$ cat src/rtl/ccc_cfg_writer.sv
// ccc_cfg_writer: assembles payload bytes of configuration-changing CCCs
// (SETMWL, SETMRL, SETDASA, SETNEWDA, SETAASA, RSTDAA), validates them and
// emits one registered group of commit strobes per accepted CCC.
// Ports:
//   clk_i, rst_ni                    clock, async active-low reset
//   ccc_start_i, ccc_code_i          CCC open pulse and code
//   data_valid_i, data_i, data_last_i payload byte stream (MSB first)
//   ccc_end_i                        STOP/Sr seen
//   dyn_addr_valid_i, sta_addr_i, sta_addr_valid_i  current address state
//   set_mwl_o/mwl_o, set_mrl_o/mrl_o, set_ibil_o/ibil_o  length commits
//   dyn_addr_we_o, dyn_addr_o, dyn_addr_valid_o          address commit
//   proto_err_o                      rejected-CCC pulse
//   busy_o                           not idle
module ccc_cfg_writer #(
  parameter logic [15:0] MinLen = 16'd8
) (
  input  logic        clk_i,
  input  logic        rst_ni,
  input  logic        ccc_start_i,
  input  logic [7:0]  ccc_code_i,
  input  logic        data_valid_i,
  input  logic [7:0]  data_i,
  input  logic        data_last_i,
  input  logic        ccc_end_i,
  input  logic        dyn_addr_valid_i,
  input  logic [6:0]  sta_addr_i,
  input  logic        sta_addr_valid_i,
  output logic        set_mwl_o,
  output logic [15:0] mwl_o,
  output logic        set_mrl_o,
  output logic [15:0] mrl_o,
  output logic        set_ibil_o,
  output logic [7:0]  ibil_o,
  output logic        dyn_addr_we_o,
  output logic [6:0]  dyn_addr_o,
  output logic        dyn_addr_valid_o,
  output logic        proto_err_o,
  output logic        busy_o
);

  localparam int unsigned ByteW = 8;
  localparam int unsigned LenW  = 16;
  localparam int unsigned AddrW = 7;

  localparam logic [ByteW-1:0] CodeSetMwlBc = 8'h09;
  localparam logic [ByteW-1:0] CodeSetMwlDc = 8'h89;
  localparam logic [ByteW-1:0] CodeSetMrlBc = 8'h0A;
  localparam logic [ByteW-1:0] CodeSetMrlDc = 8'h8A;
  localparam logic [ByteW-1:0] CodeSetDasa  = 8'h87;
  localparam logic [ByteW-1:0] CodeSetNewDa = 8'h88;
  localparam logic [ByteW-1:0] CodeSetAasa  = 8'h29;
  localparam logic [ByteW-1:0] CodeRstDaa   = 8'h06;

  localparam logic [AddrW-1:0] AddrBcast = 7'h7E;

  typedef enum logic [2:0] {
    StIdle,
    StB0,
    StB1,
    StB2,
    StCommit,
    StDrain
  } state_e;

  // Largest payload byte count a code may carry.
  function automatic logic [1:0] max_bytes(input logic [ByteW-1:0] code);
    case (code)
      CodeSetMwlBc, CodeSetMwlDc: max_bytes = 2'd2;
      CodeSetMrlBc, CodeSetMrlDc: max_bytes = 2'd3;
      CodeSetDasa, CodeSetNewDa:  max_bytes = 2'd1;
      default:                    max_bytes = 2'd0;
    endcase
  endfunction

  // Byte counts that may legally end a payload CCC.
  function automatic logic count_ok(input logic [ByteW-1:0] code, input logic [2:0] n);
    case (code)
      CodeSetMwlBc, CodeSetMwlDc: count_ok = (n == 3'd2);
      CodeSetMrlBc, CodeSetMrlDc: count_ok = (n == 3'd2) || (n == 3'd3);
      CodeSetDasa, CodeSetNewDa:  count_ok = (n == 3'd1);
      default:                    count_ok = 1'b0;
    endcase
  endfunction

  function automatic logic is_handled(input logic [ByteW-1:0] code);
    case (code)
      CodeSetMwlBc, CodeSetMwlDc, CodeSetMrlBc, CodeSetMrlDc,
      CodeSetDasa, CodeSetNewDa, CodeSetAasa, CodeRstDaa: is_handled = 1'b1;
      default: is_handled = 1'b0;
    endcase
  endfunction

  state_e           state_q, state_d;
  logic [ByteW-1:0] code_q, code_d;
  logic [ByteW-1:0] b0_q, b0_d, b1_q, b1_d, b2_q, b2_d;
  logic [1:0]       cnt_q, cnt_d;
  logic             err_arm_q, err_arm_d;
  logic             drain_exit_q, drain_exit_d;

  logic             set_mwl_q, set_mwl_d;
  logic [LenW-1:0]  mwl_q, mwl_d;
  logic             set_mrl_q, set_mrl_d;
  logic [LenW-1:0]  mrl_q, mrl_d;
  logic             set_ibil_q, set_ibil_d;
  logic [ByteW-1:0] ibil_q, ibil_d;
  logic             dyn_we_q, dyn_we_d;
  logic [AddrW-1:0] dyn_addr_q, dyn_addr_d;
  logic             dyn_val_q, dyn_val_d;
  logic             proto_err_q, proto_err_d;
  logic             busy_q, busy_d;

  logic [2:0]       new_cnt;
  logic             last_c;
  logic             go_drain;
  logic [LenW-1:0]  len_val;
  logic [AddrW-1:0] da_val;

  // Next-state, payload capture and commit validation.
  always_comb begin
    state_d      = state_q;
    code_d       = code_q;
    b0_d         = b0_q;
    b1_d         = b1_q;
    b2_d         = b2_q;
    cnt_d        = cnt_q;
    err_arm_d    = 1'b0;
    drain_exit_d = drain_exit_q;
    set_mwl_d    = 1'b0;
    mwl_d        = mwl_q;
    set_mrl_d    = 1'b0;
    mrl_d        = mrl_q;
    set_ibil_d   = 1'b0;
    ibil_d       = ibil_q;
    dyn_we_d     = 1'b0;
    dyn_addr_d   = dyn_addr_q;
    dyn_val_d    = dyn_val_q;
    // Drain entry arms a one-shot error that lands one cycle later, in step with commit.
    proto_err_d  = err_arm_q;
    go_drain     = 1'b0;
    new_cnt      = {1'b0, cnt_q} + 3'd1;
    // A byte that coincides with STOP/Sr is treated as the final byte.
    last_c       = data_last_i | ccc_end_i;
    len_val      = {b0_q, b1_q};
    da_val       = b0_q[7:1];

    case (state_q)
      StIdle: ;
      StB0, StB1, StB2: begin
        if (data_valid_i) begin
          if (state_q == StB0) begin
            b0_d = data_i;
          end else if (state_q == StB1) begin
            b1_d = data_i;
          end else begin
            b2_d = data_i;
          end
          cnt_d = new_cnt[1:0];
          if (new_cnt > {1'b0, max_bytes(code_q)}) begin
            go_drain = 1'b1;
          end else if (last_c) begin
            if (count_ok(code_q, new_cnt)) begin
              state_d = StCommit;
            end else begin
              go_drain = 1'b1;
            end
          end else if (new_cnt == 3'd3) begin
            // No capture slot remains; any further byte would overflow.
            go_drain = 1'b1;
          end else begin
            state_d = (state_q == StB0) ? StB1 : StB2;
          end
        end else if (ccc_end_i) begin
          state_d = (max_bytes(code_q) == 2'd0) ? StCommit : StIdle;
        end
      end
      StCommit: begin
        state_d = StIdle;
        case (code_q)
          CodeSetMwlBc, CodeSetMwlDc: begin
            if (len_val < MinLen) begin
              proto_err_d = 1'b1;
            end else begin
              set_mwl_d = 1'b1;
              mwl_d     = len_val;
            end
          end
          CodeSetMrlBc, CodeSetMrlDc: begin
            if (len_val < MinLen) begin
              proto_err_d = 1'b1;
            end else begin
              set_mrl_d = 1'b1;
              mrl_d     = len_val;
              if (cnt_q == 2'd3) begin
                set_ibil_d = 1'b1;
                ibil_d     = b2_q;
              end
            end
          end
          CodeSetDasa, CodeSetNewDa: begin
            // Precondition failure is silent; content failure is an error.
            if (dyn_addr_valid_i == (code_q == CodeSetNewDa)) begin
              if (b0_q[0] || (da_val == 7'h00) || (da_val == AddrBcast)) begin
                proto_err_d = 1'b1;
              end else begin
                dyn_we_d   = 1'b1;
                dyn_addr_d = da_val;
                dyn_val_d  = 1'b1;
              end
            end
          end
          CodeSetAasa: begin
            if (sta_addr_valid_i && !dyn_addr_valid_i) begin
              dyn_we_d   = 1'b1;
              dyn_addr_d = sta_addr_i;
              dyn_val_d  = 1'b1;
            end
          end
          CodeRstDaa: begin
            dyn_we_d   = 1'b1;
            dyn_addr_d = '0;
            dyn_val_d  = 1'b0;
          end
          default: ;
        endcase
      end
      StDrain: begin
        if (drain_exit_q || (data_valid_i && last_c) || ccc_end_i) begin
          state_d = StIdle;
        end
      end
      default: state_d = StIdle;
    endcase

    if (go_drain) begin
      state_d      = StDrain;
      err_arm_d    = 1'b1;
      drain_exit_d = last_c;
    end

    // A new CCC always wins and silently discards any partial one.
    if (ccc_start_i) begin
      err_arm_d    = 1'b0;
      drain_exit_d = 1'b0;
      if (is_handled(ccc_code_i)) begin
        state_d = StB0;
        code_d  = ccc_code_i;
        cnt_d   = 2'd0;
      end else begin
        state_d = StIdle;
      end
    end

    busy_d = (state_d != StIdle);
  end

  // State and output registers.
  always_ff @(posedge clk_i or negedge rst_ni) begin
    if (!rst_ni) begin
      state_q      <= StIdle;
      code_q       <= '0;
      b0_q         <= '0;
      b1_q         <= '0;
      b2_q         <= '0;
      cnt_q        <= '0;
      err_arm_q    <= 1'b0;
      drain_exit_q <= 1'b0;
      set_mwl_q    <= 1'b0;
      mwl_q        <= '0;
      set_mrl_q    <= 1'b0;
      mrl_q        <= '0;
      set_ibil_q   <= 1'b0;
      ibil_q       <= '0;
      dyn_we_q     <= 1'b0;
      dyn_addr_q   <= '0;
      dyn_val_q    <= 1'b0;
      proto_err_q  <= 1'b0;
      busy_q       <= 1'b0;
    end else begin
      state_q      <= state_d;
      code_q       <= code_d;
      b0_q         <= b0_d;
      b1_q         <= b1_d;
      b2_q         <= b2_d;
      cnt_q        <= cnt_d;
      err_arm_q    <= err_arm_d;
      drain_exit_q <= drain_exit_d;
      set_mwl_q    <= set_mwl_d;
      mwl_q        <= mwl_d;
      set_mrl_q    <= set_mrl_d;
      mrl_q        <= mrl_d;
      set_ibil_q   <= set_ibil_d;
      ibil_q       <= ibil_d;
      dyn_we_q     <= dyn_we_d;
      dyn_addr_q   <= dyn_addr_d;
      dyn_val_q    <= dyn_val_d;
      proto_err_q  <= proto_err_d;
      busy_q       <= busy_d;
    end
  end

  assign set_mwl_o        = set_mwl_q;
  assign mwl_o            = mwl_q;
  assign set_mrl_o        = set_mrl_q;
  assign mrl_o            = mrl_q;
  assign set_ibil_o       = set_ibil_q;
  assign ibil_o           = ibil_q;
  assign dyn_addr_we_o    = dyn_we_q;
  assign dyn_addr_o       = dyn_addr_q;
  assign dyn_addr_valid_o = dyn_val_q;
  assign proto_err_o      = proto_err_q;
  assign busy_o           = busy_q;

endmodule

$ cat config.mk
export PLATFORM = sky130hd
export DESIGN_NAME = ccc_cfg_writer
export DESIGN_NICKNAME = d
export VERILOG_FILES = /design/src/rtl/ccc_cfg_writer.sv
export SDC_FILE = /design/constraint.sdc
export NUM_CORES = 1
export LEC_CHECK = 0
export ABC_AREA = 1
export CAP_MARGIN = 20
export CORE_MARGIN = 2
export CORE_UTILIZATION = 25
export CTS_CLUSTER_DIAMETER = 100
export CTS_CLUSTER_SIZE = 12
export DETAILED_ROUTE_END_ITERATION = 8
export PLACE_DENSITY = 0.56
export SETUP_SLACK_MARGIN = 0.02
export SLEW_MARGIN = 20
export SYNTH_ARGS = -nofsm -noshare
export SYNTH_HDL_FRONTEND = slang
export SYNTH_SLANG_ARGS = --single-unit
$ cat constraint.sdc
create_clock -name clk_i -period 2.7 [get_ports clk_i]
set_clock_uncertainty 0.2 [all_clocks]
set_input_delay 0.54 -clock clk_i [delete_from_list [all_inputs] [get_ports clk_i]]
set_output_delay 0.54 -clock clk_i [all_outputs]
set_load 0.01 [all_outputs]
==> key figures, run 1 <==
Detailed routing
  • Drt pass-1 iters: 4
  • Detailed-route via count: 3470
  • Routed Antenna Nets: 0
  • Drt first-iter violations: 179
  • DRC: 0
  • Wirelength per Cell: 13.6 um
  • Vias/cell: 4.27
  • Final WL: 11100 um

Synthesis
  • Post-synthesis xor/xnor area fraction: 0.409%
  • Area leader, netlist: dfrtp_1
  • Synth async-reset ratio: 100%
  • Syn Inst Count: 483
  • Synth area leaders: dfrtp_1 54%, nand2_1 12%, o21ai_0 4.8%
  • Compound-Gate Fraction of Synth Area: 10.6%
  • Post-synth top flop: dfrtp_1
  • Syn_area_per_cell: 8.88 sq um
  • Sequential fraction of the synthesis area: 54.3%
  • Post-synthesis adder-cell area fraction: 1.93%
  • Multiplexer area fraction after synthesis: 1.75%
  • Synth Area in Simple Gates: 23.7%
  • Post-Syn Area: 0.00429 sq mm
  • Post-synth EDFFs: 0
  • Syn Nets: 520
  • Largest family of logic cells by synthesized area: simple AND/OR/NAND/NOR gates
  • #FFs+latches synth: 93
  • Synth cell types: 36
  • Synth top area share: 54.3%
  • Syn. warnings: 0

Timing
  • Fmax: 377 MHz
  • Fin. max-slew vios: 0
  • Unrepaired setup endpoints after global routing: yes
  • Minimum clock period: 2.65 ns
  • Hold Fails Final Rpt: 7
  • Post-route clock period utilization: 98.1%
  • Final setup violating endpoints: 0
  • Worst Tran Pin Value: 0.585 ns
  • Fin Hold WS: -0.00788 ns
  • Relative slew slack: 61.0%
  • Setup TNS: 0 ns

Finish
  • Finished Core Util: 35.2%
  • Antenna cell count: 0
  • Syn-to-layout area delta: 37.2%
  • Share of layout cells above drive strength 1: 17.7%
  • Post-layout net count: 625
  • Post-route cell area: 0.00588 sq mm

Clock network
  • Cts hold-fix bufs: 0
  • Clock sinks: 93
  • CTS tree: yes
  • Worst-Skew Late Latency: 0.35 ns
  • Inserted Clock Buffers: 9
  • CTS Root Cell: clkbuf_16
  • CTS clock-pin slew for the worst setup and hold paths: 0.07 ns
  • Max H-tree Level: 3
  • CTS max path bufs: 2

Worst setup path
  • Element type at the critical path end: register
  • CP max stage delay: 0.52 ns
  • Critical Path Source Type: register
  • Cell chain of the critical path: inv_2, nor2_4, nand2_2, nor2_4, nor2_4, inv_2, fa_1, inv_2, nand3b_1, nand2_2, nand2_4, nand2_4, a21oi_2, nand2_1, nand2_1, nand2_1, nand2_1, nand2_1, nor2_1, nand3_1
  • Most common cell on crit path: nand2_1
  • Delay-heaviest family, CP: simple AND/OR/NAND/NOR gates
  • Data required, critical path: 2.74 ns
  • CP max-delay cell: fa_1
  • Buf/Inv on CP: 3
  • CP max FO: 3
  • Setup CP Type: reg -> reg
  • Crit path arrival time: 2.69 ns

GRT
  • Largest net degree at the start of global routing: 52
  • Antenna violations before repair: 0
  • Total track usage: 12.6%
  • GRT overflow: 0
  • First-pass GRT wire length: 17600 um
  • Number of global-route vias before repair: 3424

Outcome
  • Failing checks: hold timing
  • Status: complete, but fails checks

Floorplanning
  • Core area: 0.0167 sq mm
  • Initial core utilization: 25.7%
  • Die area: 0.0182 sq mm
  • Die Width: 135 um
  • I/O Pins: 85
  • Die Height: 135 um
  • Num rows: 47

Worst hold path
  • HP Class: in -> async

Flow run
  • MaxCap Viol Count: 0

Placement
  • DP Area: 0.00539 sq mm
  • DP HPWL: 8140 um
  • IO buf count: 84
  • Gpl congestion: 0.790

Power and ir drop
  • LEAKAGE: 2.83 nW
  • Power Dens Cells: 743 mW/mm^2
  • Max VDD drop: 0.359 mV
==> metal layers <==
| layer | vias up | routed length (um) | GRT usage (%) |
|---|---|---|---|
| li1 | 1741 | - | - |
| met4 | 0 | 185 | 4.98 |
| met1 | 1636 | 5120 | 16.5 |
| met2 | 81 | 5180 | 20.0 |
| met5 | - | 0 | 0 |
| met3 | 12 | 576 | 3.19 |
==> synthesized netlist by cell type, types with 7 or more instances <==
master / n
a21oi_1: 7
dfrtp_1: 93
inv_1: 51
inv_2: 14
nand2_1: 141
nand3_1: 9
nand4_1: 7
nor2_1: 25
nor2_2: 19
o21a_1: 12
o21ai_0: 41
o22ai_1: 8
==> power by group <==
group          internal, W  total, W  switching (W)  leakage [nW]
clock network     0.000816   0.00136       0.000549         0.160
logic             0.000552   0.00127       0.000721          1.41
registers          0.00157   0.00173       0.000160          1.26
==> area by class of cell <==
class / instances / area [sq um]
fill: 1700 / 10800
clock inverter: 7 / 96.3
inverter: 65 / 244
timing repair buffer: 104 / 1000
sequential: 93 / 2330
tap: 220 / 275
multi-input combinational: 315 / 1710
clock buffer: 9 / 225
==> worst paths after layout <==
| path | end | start | slack, ns | depth (start not counted) |
|---|---|---|---|---|
| setup / recovery | busy_o$_DFF_PN0_ | code_q[1]$_DFFE_PN0P_ | 0.05 | 20 |
| hold / removal | mrl_o[10]$_DFFE_PN0P_ | rst_ni | -0.008 | 1 |
| setup reg to reg | busy_o$_DFF_PN0_ | code_q[1]$_DFFE_PN0P_ | 0.05 | 20 |
| hold reg to reg | proto_err_o$_DFF_PN0_ | err_arm_q$_DFF_PN0_ | 0.27 | 1 |
| max in group asynchronous | b1_q[4]$_DFFE_PN0P_ | rst_ni | 1.63 | 2 |
| min in group clk_i | proto_err_o$_DFF_PN0_ | err_arm_q$_DFF_PN0_ | 0.27 | 1 |
==> cells by family (layout without fill, tap and decap cells) <==
| group | count (synthesis) | in the layout |
|---|---|---|
| simple gates | 223 | 223 |
| flops | 93 | 93 |
| compound gates | 79 | 79 |
| xor+xnor | 2 | 2 |
| buf+inv | 75 | 185 |
| mux | 5 | 5 |
| fa+ha+maj | 6 | 6 |
==> registers in the layout (all words and copies together) (netlist names) <==
name,cells
b0_q,8
b1_q,8
b2_q,8
busy_o,1
cnt_q,2
code_q,8
drain_exit_q,1
dyn_addr_o,7
dyn_addr_valid_o,1
dyn_addr_we_o,1
err_arm_q,1
ibil_o,8
mrl_o,16
mwl_o,16
proto_err_o,1
set_ibil_o,1
set_mrl_o,1
set_mwl_o,1
state_q,3
==> cell usage in the layout (no fill, tap or decap), types with 5 or more instances in the layout <==
master | Yosys | layout
nor2_4 | 5 | 9
nand2_2 | 5 | 9
nand3_1 | 9 | 8
ha_1 | 5 | 5
nand4_1 | 7 | 7
o21ai_0 | 41 | 41
a21oi_1 | 7 | 6
clkbuf_16 | 0 | 9
o21a_1 | 12 | 12
o22ai_1 | 8 | 8
nor2_1 | 25 | 21
inv_1 | 51 | 48
buf_4 | 0 | 19
dfrtp_1 | 93 | 92
inv_2 | 14 | 17
mux2_4 | 5 | 5
clkdlybuf4s50_1 | 0 | 83
nand2_1 | 141 | 135
nor2_2 | 19 | 19
==> what timing repair did <==
| item | CTS | global route |
|---|---|---|
| gates resized for setup | 4 | 19 |
| endpoints found under the setup margin | 3 | 6 |
| cloned | 0 | 0 |
| hold endpoints to repair | 0 | 0 |
| pin swaps | 1 | 18 |
| buffers inserted | 1 | 13 |
==> per-stage QoR <==
stage                     cells  setup slack (ns)  total power [W]
after global routing        813            -0.131          0.00465
after floorplan             483             0.230          0.00238
after detailed placement    783           -0.0346          0.00283
after CTS                   800            0.0239          0.00424
after global placement      783            0.0618          0.00279
final                       813            0.0500          0.00437
(Power assumes the default switching activity.)
==> run 2: changes to the inputs <==
Settings changed: CAP_MARGIN 20 to unset.
==> results of run 2 <==
No change in the layout: final DEF, timing and power equal those of run 1.
==> run 3: changes to the inputs <==
Settings changed: REMOVE_ABC_BUFFERS set to 1.
==> key figures, run 3 (same netlist as run 1, synthesis figures left out) <==
Outcome
  • Status: complete, no violations

Clock network
  • Inserted Clock Buffers: 9
  • CTS tree: yes
  • Max H-tree Level: 3
  • Clock sinks: 93
  • CTS max path bufs: 2
  • CTS clock-pin slew for the worst setup and hold paths: 0.07 ns
  • Worst-Skew Late Latency: 0.35 ns
  • CTS Root Cell: clkbuf_16

Timing
  • Fin Hold WS: 0.233 ns
  • Relative slew slack: 62.4%
  • Setup WS post-layout: 0.0507 ns
  • Minimum clock period: 2.65 ns
  • Fin. max-slew vios: 0
  • Worst Tran Pin Value: 0.563 ns
  • Post-route clock period utilization: 98.1%
  • Fmax: 377 MHz
  • Unrepaired setup endpoints after global routing: yes
  • Final setup violating endpoints: 0
  • Hold Fails Final Rpt: 0

Power and ir drop
  • Max VDD drop: 0.328 mV
  • Power Dens Cells: 720 mW/mm^2
  • LEAKAGE: 2.80 nW

GRT
  • Antenna violations before repair: 0
  • Total track usage: 12.6%
  • GRT overflow: 0
  • Largest net degree at the start of global routing: 46
  • Number of global-route vias before repair: 3557
  • First-pass GRT wire length: 17900 um

Flow run
  • MaxCap Viol Count: 0

Finish
  • Register area: 0.00233 sq mm
  • Antenna cell count: 0
  • Footprint of the multi-input gates: 0.00170 sq mm
  • Finished Core Util: 34.8%
  • Fin cells: 811
  • Most frequent cells in the layout: 135 x nand2_1, 91 x dfrtp_1, 83 x clkdlybuf4s50_1, 48 x inv_1, 41 x o21ai_0
  • Post-layout net count: 623
  • Syn-to-layout area delta: 35.7%
  • Commonest non-fill, non-tap cell in the layout: nand2_1
  • Fillers: 1733
  • Share of layout cells above drive strength 1: 17.4%
  • Post-route cell area: 0.00582 sq mm

Floorplanning
  • Die Width: 135 um
  • Initial core utilization: 25.7%
  • Num rows: 47
  • I/O Pins: 85
  • Die area: 0.0182 sq mm
  • Die Height: 135 um
  • Core area: 0.0167 sq mm

Detailed routing
  • Final WL: 10900 um
  • Routed Antenna Nets: 0
  • Detailed-route via count: 3470
  • Wirelength per Cell: 13.5 um
  • Vias/cell: 4.28
  • Drt pass-1 iters: 4
  • DRC: 0
  • Drt first-iter violations: 148

Placement
  • DP Area: 0.00540 sq mm
  • Post-Place Setup Slack: -0.0306 ns
  • Gpl congestion: 0.845
  • DP HPWL: 8140 um
  • Placed cells: 784
  • IO buf count: 84

Worst setup path
  • Crit path arrival time: 2.68 ns
  • Critical Path Source Type: register
  • Element type at the critical path end: register
  • Setup CP Type: reg -> reg
  • CP max FO: 5
  • Data required, critical path: 2.73 ns

Worst hold path
  • HP Class: reg -> reg
[run 3: changes by cell type in the layout (fill, tap and decap cells not counted), moves of 2 or more]
cell,previous run,this run
buf_4,19,17
bufinv_16,2,0
clkinvlp_4,0,2
nor2_4,9,7
[run 3: path summary, 6_finish.rpt]
check                                            from                    end  slack, ns  depth (start not counted)
worst min register to register    err_arm_q$_DFF_PN0_  proto_err_o$_DFF_PN0_       0.23                          1
min in group asynchronous                      rst_ni       busy_o$_DFF_PN0_       0.51                          2
worst max-delay path            code_q[1]$_DFFE_PN0P_       busy_o$_DFF_PN0_       0.05                         20
worst max register to register  code_q[1]$_DFFE_PN0P_       busy_o$_DFF_PN0_       0.05                         20
max in group asynchronous                      rst_ni   mrl_o[5]$_DFFE_PN0P_       1.16                          3
worst min-delay path              err_arm_q$_DFF_PN0_  proto_err_o$_DFF_PN0_       0.23                          1
[run 3: layout make-up]
cell class	count	share of cell area, %
inverters	65	4.19
clock buffers	10	4.11
clock inverters	6	0.796
multi-input cells	315	29.1
repair buffers	102	17.0
well taps	220	4.73
flip-flops and latches	93	40.0
[run 3: what timing repair did]
item,4_1_cts,5_1_grt
pin swaps,1,9
hold buffers,1,0
hold endpoints to repair,2,0
setup buffers,3,7
endpoints found under the setup margin,1,4
gates resized for setup,3,17
[run 3: routing by layer]
metal / vias to the layer above / part of all wire [%] / routed length (um) / GRT usage [%]
met5: - / 0 / 0 / 0
met4: 0 / 1.5 / 163 / 4.63
met3: 11 / 4.5 / 487 / 2.44
met2: 80 / 49 / 5390 / 20.9
met1: 1642 / 45 / 4890 / 16.4
li1: 1737 / - / - / -
[run 3: stage by stage]
step | power [W] | TNS (ns)
2_1_floorplan | 0.00238 | 0
3_3_place_gp | 0.00279 | 0
5_1_grt | 0.00446 | -0.185
6_report | 0.00419 | 0
4_1_cts | 0.00408 | 0
3_5_place_dp | 0.00282 | -0.0306
[run 3: power by group]
| part | internal [W] | switching, W | total [W] |
|---|---|---|---|
| clock network | 0.000654 | 0.000556 | 0.00121 |
| registers | 0.00157 | 0.000162 | 0.00174 |
| logic | 0.000536 | 0.000709 | 0.00125 |
| total | 0.00276 | 0.00143 | 0.00419 |
[run 3: worst max-delay path, stage by stage, from the launching register on]
cell,delay [ns]
dfrtp_2,0.44
inv_2,0.08
nor2_2,0.04
nand2_2,0.07
nor2_4,0.05
nor2_4,0.13
inv_2,0.05
fa_1,0.49
inv_2,0.05
nand3b_1,0.10
nand2_2,0.08
nand2_2,0.10
nand2_4,0.06
a21oi_2,0.11
nand2_1,0.06
nand2_1,0.06
nand2_1,0.05
nand2_1,0.06
nand2_1,0.06
nor2_1,0.11
nand3_1,0.08
